===== config.mk =====
export PLATFORM = sky130hd
export DESIGN_NAME = terrain_scheduler
export DESIGN_NICKNAME = d
export VERILOG_FILES = /design/src/rtl/terrain_scheduler.sv
export SDC_FILE = /design/constraint.sdc
export NUM_CORES = 1
export LEC_CHECK = 0
export CAP_MARGIN = 20
export CORE_ASPECT_RATIO = 1.4
export CORE_MARGIN = 5
export CORE_UTILIZATION = 30
export CTS_CLUSTER_DIAMETER = 40
export CTS_CLUSTER_SIZE = 28
export DETAILED_ROUTE_END_ITERATION = 7
export PLACE_DENSITY = 0.56
export SKIP_CTS_REPAIR_TIMING = 1
export SLEW_MARGIN = 30
export SYNTH_ARGS = -nofsm -noshare
export SYNTH_HDL_FRONTEND = slang
export SYNTH_SLANG_ARGS = --single-unit

===== constraint.sdc =====
create_clock -name i_clk -period 3.3 [get_ports i_clk]
set_clock_uncertainty 0.15 [all_clocks]
set_input_delay 0.66 -clock i_clk [delete_from_list [all_inputs] [get_ports i_clk]]
set_output_delay 0.66 -clock i_clk [all_outputs]
set_load 0.03 [all_outputs]

===== src/rtl/terrain_scheduler.sv =====
// Per-frame scheduler for a small pool of terrain segments: moves each live segment
// one step per detected vsync, retires off-screen segments and spawns new ones.
module terrain_scheduler #(
  parameter int NUM_SLOTS    = 4,
  parameter int SPAWN_PERIOD = 60,
  parameter int SPAWN_X      = 180,
  parameter int SPAWN_Y      = 360,
  parameter int X_LIMIT      = 1280,
  parameter int Y_LIMIT      = 720
) (
  input  logic                   i_clk,
  input  logic                   i_rst,
  input  logic                   i_v_sync,
  input  logic                   i_active,
  input  logic                   i_spawn_req,
  output logic [16*NUM_SLOTS-1:0] o_slot_x,
  output logic [16*NUM_SLOTS-1:0] o_slot_y,
  output logic [NUM_SLOTS-1:0]   o_slot_valid,
  output logic                   o_frame_tick,
  output logic                   o_spawn_ack,
  output logic                   o_busy,
  output logic                   o_overflow
);

  localparam int IDX_W = (NUM_SLOTS > 1) ? $clog2(NUM_SLOTS) : 1;
  localparam int TMR_W = (SPAWN_PERIOD > 1) ? $clog2(SPAWN_PERIOD) : 1;
  localparam logic [15:0] X_LIM = 16'(X_LIMIT);
  localparam logic [15:0] Y_LIM = 16'(Y_LIMIT);
  localparam logic [15:0] X_SPAWN = 16'(SPAWN_X);
  localparam logic [15:0] Y_SPAWN = 16'(SPAWN_Y);

  typedef enum logic [1:0] {IDLE, UPDATE, SPAWN} state_e;

  state_e               state_q, state_d;
  logic [IDX_W-1:0]     idx_q, idx_d;
  logic [TMR_W-1:0]     timer_q, timer_d;
  logic                 pending_q, pending_d;
  logic [15:0]          x_q [NUM_SLOTS];
  logic [15:0]          x_d [NUM_SLOTS];
  logic [15:0]          y_q [NUM_SLOTS];
  logic [15:0]          y_d [NUM_SLOTS];
  logic [NUM_SLOTS-1:0] valid_q, valid_d;
  logic                 ack_q, ack_d;
  logic                 ovf_q, ovf_d;
  logic                 sync1_q, sync2_q, sync2_dly_q;
  logic                 rise_q, tick_q;
  logic                 rise;
  logic                 free_found;
  logic [IDX_W-1:0]     free_idx;

  assign rise = sync2_q & ~sync2_dly_q;

  // Lowest-index free slot; scanning downward lets the lowest index win.
  always_comb begin
    free_found = 1'b0;
    free_idx   = '0;
    for (int k = NUM_SLOTS - 1; k >= 0; k--) begin
      if (!valid_q[k]) begin
        free_found = 1'b1;
        free_idx   = IDX_W'(k);
      end
    end
  end

  always_comb begin
    state_d   = state_q;
    idx_d     = idx_q;
    timer_d   = timer_q;
    pending_d = pending_q;
    x_d       = x_q;
    y_d       = y_q;
    valid_d   = valid_q;
    ack_d     = 1'b0;
    ovf_d     = ovf_q;

    case (state_q)
      IDLE: begin
        if (rise && i_active) begin
          state_d = UPDATE;
          idx_d   = '0;
          if (timer_q == TMR_W'(SPAWN_PERIOD - 1)) begin
            timer_d   = '0;
            pending_d = 1'b1;
          end else begin
            timer_d = timer_q + 1'b1;
          end
        end
      end
      UPDATE: begin
        // Retirement tests the pre-update position, so a wrapped x lives one frame.
        if (valid_q[idx_q]) begin
          if (x_q[idx_q] >= X_LIM || y_q[idx_q] >= Y_LIM) begin
            valid_d[idx_q] = 1'b0;
          end else begin
            x_d[idx_q] = x_q[idx_q] - 16'd1;
            y_d[idx_q] = y_q[idx_q] + 16'd1;
          end
        end
        if (idx_q == IDX_W'(NUM_SLOTS - 1)) begin
          state_d = SPAWN;
          idx_d   = '0;
        end else begin
          idx_d = idx_q + 1'b1;
        end
      end
      SPAWN: begin
        state_d = IDLE;
        if (pending_q) begin
          if (free_found) begin
            x_d[free_idx]     = X_SPAWN;
            y_d[free_idx]     = Y_SPAWN;
            valid_d[free_idx] = 1'b1;
            pending_d         = 1'b0;
            ack_d             = 1'b1;
          end else begin
            ovf_d = 1'b1;
          end
        end
      end
      default: state_d = IDLE;
    endcase

    if (rise && state_q != IDLE) ovf_d = 1'b1;
    // A request on the service edge outranks the clear, so it is never lost.
    if (i_spawn_req) pending_d = 1'b1;
  end

  always_ff @(posedge i_clk) begin
    if (i_rst) begin
      state_q     <= IDLE;
      idx_q       <= '0;
      timer_q     <= '0;
      pending_q   <= 1'b0;
      x_q         <= '{default: '0};
      y_q         <= '{default: '0};
      valid_q     <= '0;
      ack_q       <= 1'b0;
      ovf_q       <= 1'b0;
      sync1_q     <= 1'b0;
      sync2_q     <= 1'b0;
      sync2_dly_q <= 1'b0;
      rise_q      <= 1'b0;
      tick_q      <= 1'b0;
    end else begin
      state_q     <= state_d;
      idx_q       <= idx_d;
      timer_q     <= timer_d;
      pending_q   <= pending_d;
      x_q         <= x_d;
      y_q         <= y_d;
      valid_q     <= valid_d;
      ack_q       <= ack_d;
      ovf_q       <= ovf_d;
      sync1_q     <= i_v_sync;
      sync2_q     <= sync1_q;
      sync2_dly_q <= sync2_q;
      rise_q      <= rise;
      tick_q      <= rise_q;
    end
  end

  always_comb begin
    o_slot_x = '0;
    o_slot_y = '0;
    for (int k = 0; k < NUM_SLOTS; k++) begin
      o_slot_x[16*k +: 16] = x_q[k];
      o_slot_y[16*k +: 16] = y_q[k];
    end
  end

  assign o_slot_valid = valid_q;
  assign o_frame_tick = tick_q;
  assign o_spawn_ack  = ack_q;
  assign o_busy       = (state_q != IDLE);
  assign o_overflow   = ovf_q;

endmodule


==> metrics <==
#FFs+latches synth=150; Final Hold Viols=0; Seq pwr share=43.2%; RSZ-0062 raised after global routing=false; maximum clock path buffer count=2; source of the critical timing path=idx_q[0]; post-synthesis instance total=611; Chip Height=187.8 um; worst setup path endpoint=o_slot_x[16]; required time of the worst setup path=3.46 ns; clk sink count=150; Worst Setup Path Type=flop to flop; Std-Cell Core Area=22450 um^2; dpl ws=0.03287 ns; cell count of the worst hold path=1; antenna diode count=0; largest family of logic cells by synthesized area=compound AO/OA/AOI/OAI gates; critical path fanouts, max=22; relative area change from synthesis to final layout=37.18%; pwr dens=459.4 nW/um^2; total number of H-tree levels=4; complex-gate fraction of the synthesized area=18.96%; antenna violations before repair=0; proportion of register bits with asynchronous set or reset after synthesis=0%; clock transition time at the flip-flop clock pins of the worst setup and hold paths=0.06 ns; Worst EP arrival=3.30 ns; number of global-route vias before repair=5849; net switching component of the power=0.001129 W; number of cells in the design after placement=1057; post-layout min period=3.134 ns; Post-Synth Simple-Gate Area=15.30%; count of port buffers added during placement=140; maximum number of pins on one net before global-route repair=39; fraction of synthesized cell area in xor and xnor cells=3.360%; post-synthesis mux area share=11.35%; starting density of the core=30.20%; final HPWL from detailed placement=16.86 mm; reg2reg end=o_slot_x[16]; Net Count, Synth=625; mean cell area of the mapped netlist=11.09 um^2; Std-Cell Rows=65; Peak VDD IR=373.0 uV; root buffer cell=sky130_fd_sc_hd__clkbuf_16; Max Clk Rate=319.1 MHz; total global-route track usage=18.11%; clock tree from TritonCTS=built; number of cell instances on the worst register-to-register path=8; count of routing violations after the opening detailed-route iteration=376; slew of the pin with the lowest slew margin=0.6076 ns; fin crit share=94.97%; share of synthesized area occupied by flip-flops and latches=44.30%; residual DRC count=0; Most used DFF post-synth=sky130_fd_sc_hd__dfxtp_1; internal power=0.003143 W; number of synthesized flops with an enable pin=0; via count=5711; Max Cap Viol=0; Final Core Density=41.42%; setup tns final=0 ns; number of top-level design ports=141; proportion of power drawn by the clock network=46.2%; worst slew margin relative to its limit=59.49%; Critical Path Source Type=flop; status=completed; Synth Warn #=0; total congestion overflow after global routing=0; final weighted congestion in routability-driven placement=0.8369; Hold Path Class=flop to flop; wire length per cell=21.05 um; critical register-to-register path startpoint=idx_q[0]; residual antenna-violating net count after detailed routing=0; number of different library cells in the post-synthesis netlist=69; part of the power in combinational logic=10.6%; final routed wirelength across all metal layers=22.98 mm; share of synthesized cell area in full adder, half adder and majority cells=1.661%; number of nets in the layout=792; TritonCTS Buffers=17; Worst Slack Setup Final=0.1660 ns; vias per cell=5.230; Sw Share=26.43%; Filler Cell Count=2215; max-slew violations=0; ratio of cells with drive above 1 in the final layout=14.03%; final setup violation count=0; Mapped Area=6778 um^2; width of the die=137.0 um; critical path capture point type=flop; global-route wire length before repair=35.53 mm; source-to-sink clock delay at the later pin of the worst-skew pair=0.43 ns; number of search-and-repair iterations in the first detailed-routing pass=5; overall die area=25740 um^2; flop2flop setup slack=0.17 ns; Leakage=3.457 nW; post-route insts no fill=1092
## cell usage after synthesis (all sizes together), types with 2 or more instances
master / count / area (um^2)
nand3: 19 / 120.1
o221ai: 2 / 17.52
nor3b: 4 / 40.03
nor3: 11 / 55.05
nor2b: 8 / 50.05
a211oi: 17 / 127.6
clkbuf: 16 / 70.06
o21ai: 7 / 35.03
a31oi: 7 / 56.30
nand3b: 3 / 22.52
dfxtp: 150 / 3003
nor4: 4 / 70.07
inv: 25 / 93.84
o31ai: 2 / 15.01
a221oi: 13 / 113.9
nand2b: 8 / 57.55
xor2: 17 / 148.9
xnor2: 9 / 78.83
nand2: 23 / 86.33
nor4b: 3 / 47.54
o21a: 2 / 15.01
a21oi: 26 / 130.1
mux4: 30 / 769.5
nor2: 37 / 141.4
or4b: 2 / 20.02
and2: 30 / 187.7
o31a: 2 / 17.52
and3: 7 / 43.79
o2bb2ai: 36 / 315.3
a22o: 32 / 280.3
or4: 3 / 25.03
ha: 9 / 112.6
o32ai: 2 / 17.52
or3: 2 / 12.51
a31o: 3 / 35.04
nand4: 4 / 31.28
buf: 20 / 178.9
a311oi: 3 / 26.28
## per-stage QoR
step	power, W	instance area, um^2	hold WS [ns]
6_report	0.004271	9298	0.2902
3_3_place_gp	0.002338	8681	0.2801
5_1_grt	0.004407	9298	0.3112
4_1_cts	0.004306	9271	0.2959
3_5_place_dp	0.002335	8681	0.2794
2_1_floorplan	0.002183	6778	0.2638
## worst min-delay path by stage
stage	from	to	slack (ns)
floorplan	rise_q	o_frame_tick	0.26
global placement	sync1_q	sync2_q	0.28
detailed placement	sync1_q	sync2_q	0.28
CTS	rise_q	o_frame_tick	0.30
global route	rise_q	o_frame_tick	0.31
finish	rise_q	o_frame_tick	0.29
## worst max-delay path: stages (launching register included)
cell and delay, ns:
sky130_fd_sc_hd__dfxtp_4 0.47, sky130_fd_sc_hd__mux4_1 0.60, sky130_fd_sc_hd__or4_1 0.57, sky130_fd_sc_hd__nor2_1 0.25, sky130_fd_sc_hd__a31o_4 0.33, sky130_fd_sc_hd__buf_4 0.15
sky130_fd_sc_hd__a21oi_2 0.06, sky130_fd_sc_hd__buf_12 0.20, sky130_fd_sc_hd__a22o_1 0.24
## registers in the layout, summed over array words and instances (netlist names), 2 cells and up
register / cells
o_slot_valid: 4
o_slot_y: 64
idx_q: 2
timer_q: 6
state_q: 2
o_slot_x: 64
## metal layers
layer,global-route usage (%),vias to the layer above,share of wire [%]
li1,-,2673,-
met1,22.04,2803,41
met2,30.83,199,51
met3,4.348,36,5.6
met4,6.528,0,2.6
met5,0,-,0
## power groups by stage
stage / Sequential, W / Clock [W] / Combinational [W]
finish: 0.00185 / 0.00197 / 0.000453
floorplan: 0.00191 / 0 / 0.000277
CTS: 0.00185 / 0.00201 / 0.000452
detailed placement: 0.00189 / 0 / 0.000448
global placement: 0.00189 / 0 / 0.000451
global route: 0.00185 / 0.00207 / 0.000488
## cells in the final DEF (no fill, tap or decap), types with 3 or more instances in the layout
cell type,instances
sky130_fd_sc_hd__and3_1,7
sky130_fd_sc_hd__ha_1,9
sky130_fd_sc_hd__a221oi_1,13
sky130_fd_sc_hd__nor4_4,3
sky130_fd_sc_hd__a22o_1,32
sky130_fd_sc_hd__o2bb2ai_1,36
sky130_fd_sc_hd__buf_12,5
sky130_fd_sc_hd__a211oi_1,17
sky130_fd_sc_hd__dfxtp_1,148
sky130_fd_sc_hd__mux4_1,24
sky130_fd_sc_hd__nand2b_1,7
sky130_fd_sc_hd__a21oi_1,24
sky130_fd_sc_hd__buf_4,39
sky130_fd_sc_hd__nand2_1,23
sky130_fd_sc_hd__a311oi_1,3
sky130_fd_sc_hd__nor3_1,11
sky130_fd_sc_hd__clkdlybuf4s50_1,139
sky130_fd_sc_hd__nor2_1,36
sky130_fd_sc_hd__nand3_2,5
sky130_fd_sc_hd__a31oi_1,5
sky130_fd_sc_hd__xor2_1,17
sky130_fd_sc_hd__clkbuf_16,17
sky130_fd_sc_hd__clkinv_4,4
sky130_fd_sc_hd__nor2b_1,8
sky130_fd_sc_hd__and2_1,30
sky130_fd_sc_hd__xnor2_1,9
sky130_fd_sc_hd__inv_1,25
sky130_fd_sc_hd__mux4_2,6
sky130_fd_sc_hd__o21ai_0,6
sky130_fd_sc_hd__nand3b_1,3
sky130_fd_sc_hd__nand3_1,14
sky130_fd_sc_hd__nand4_1,3
## cells by family after synthesis
kind of cell,count (synthesis)
xor gates and xnor gates,26
DFF,150
and+or+nand+nor,171
AOI/OAI and AO/OA,164
muxes,30
buffers and inverters,61
adders and majority gates,9
## final cells by class
cell class	instances	area, um^2	share of cell area (%)
clock buffer	20	446.7	4.804
inverter	25	93.84	1.009
timing repair buffer	184	1789	19.24
tap	301	376.6	4.051
sequential	150	3008	32.35
clock inverter	12	143.9	1.548
multi-input combinational	400	3440	36.99
No activity file was read; power rests on OpenSTA's default activity.
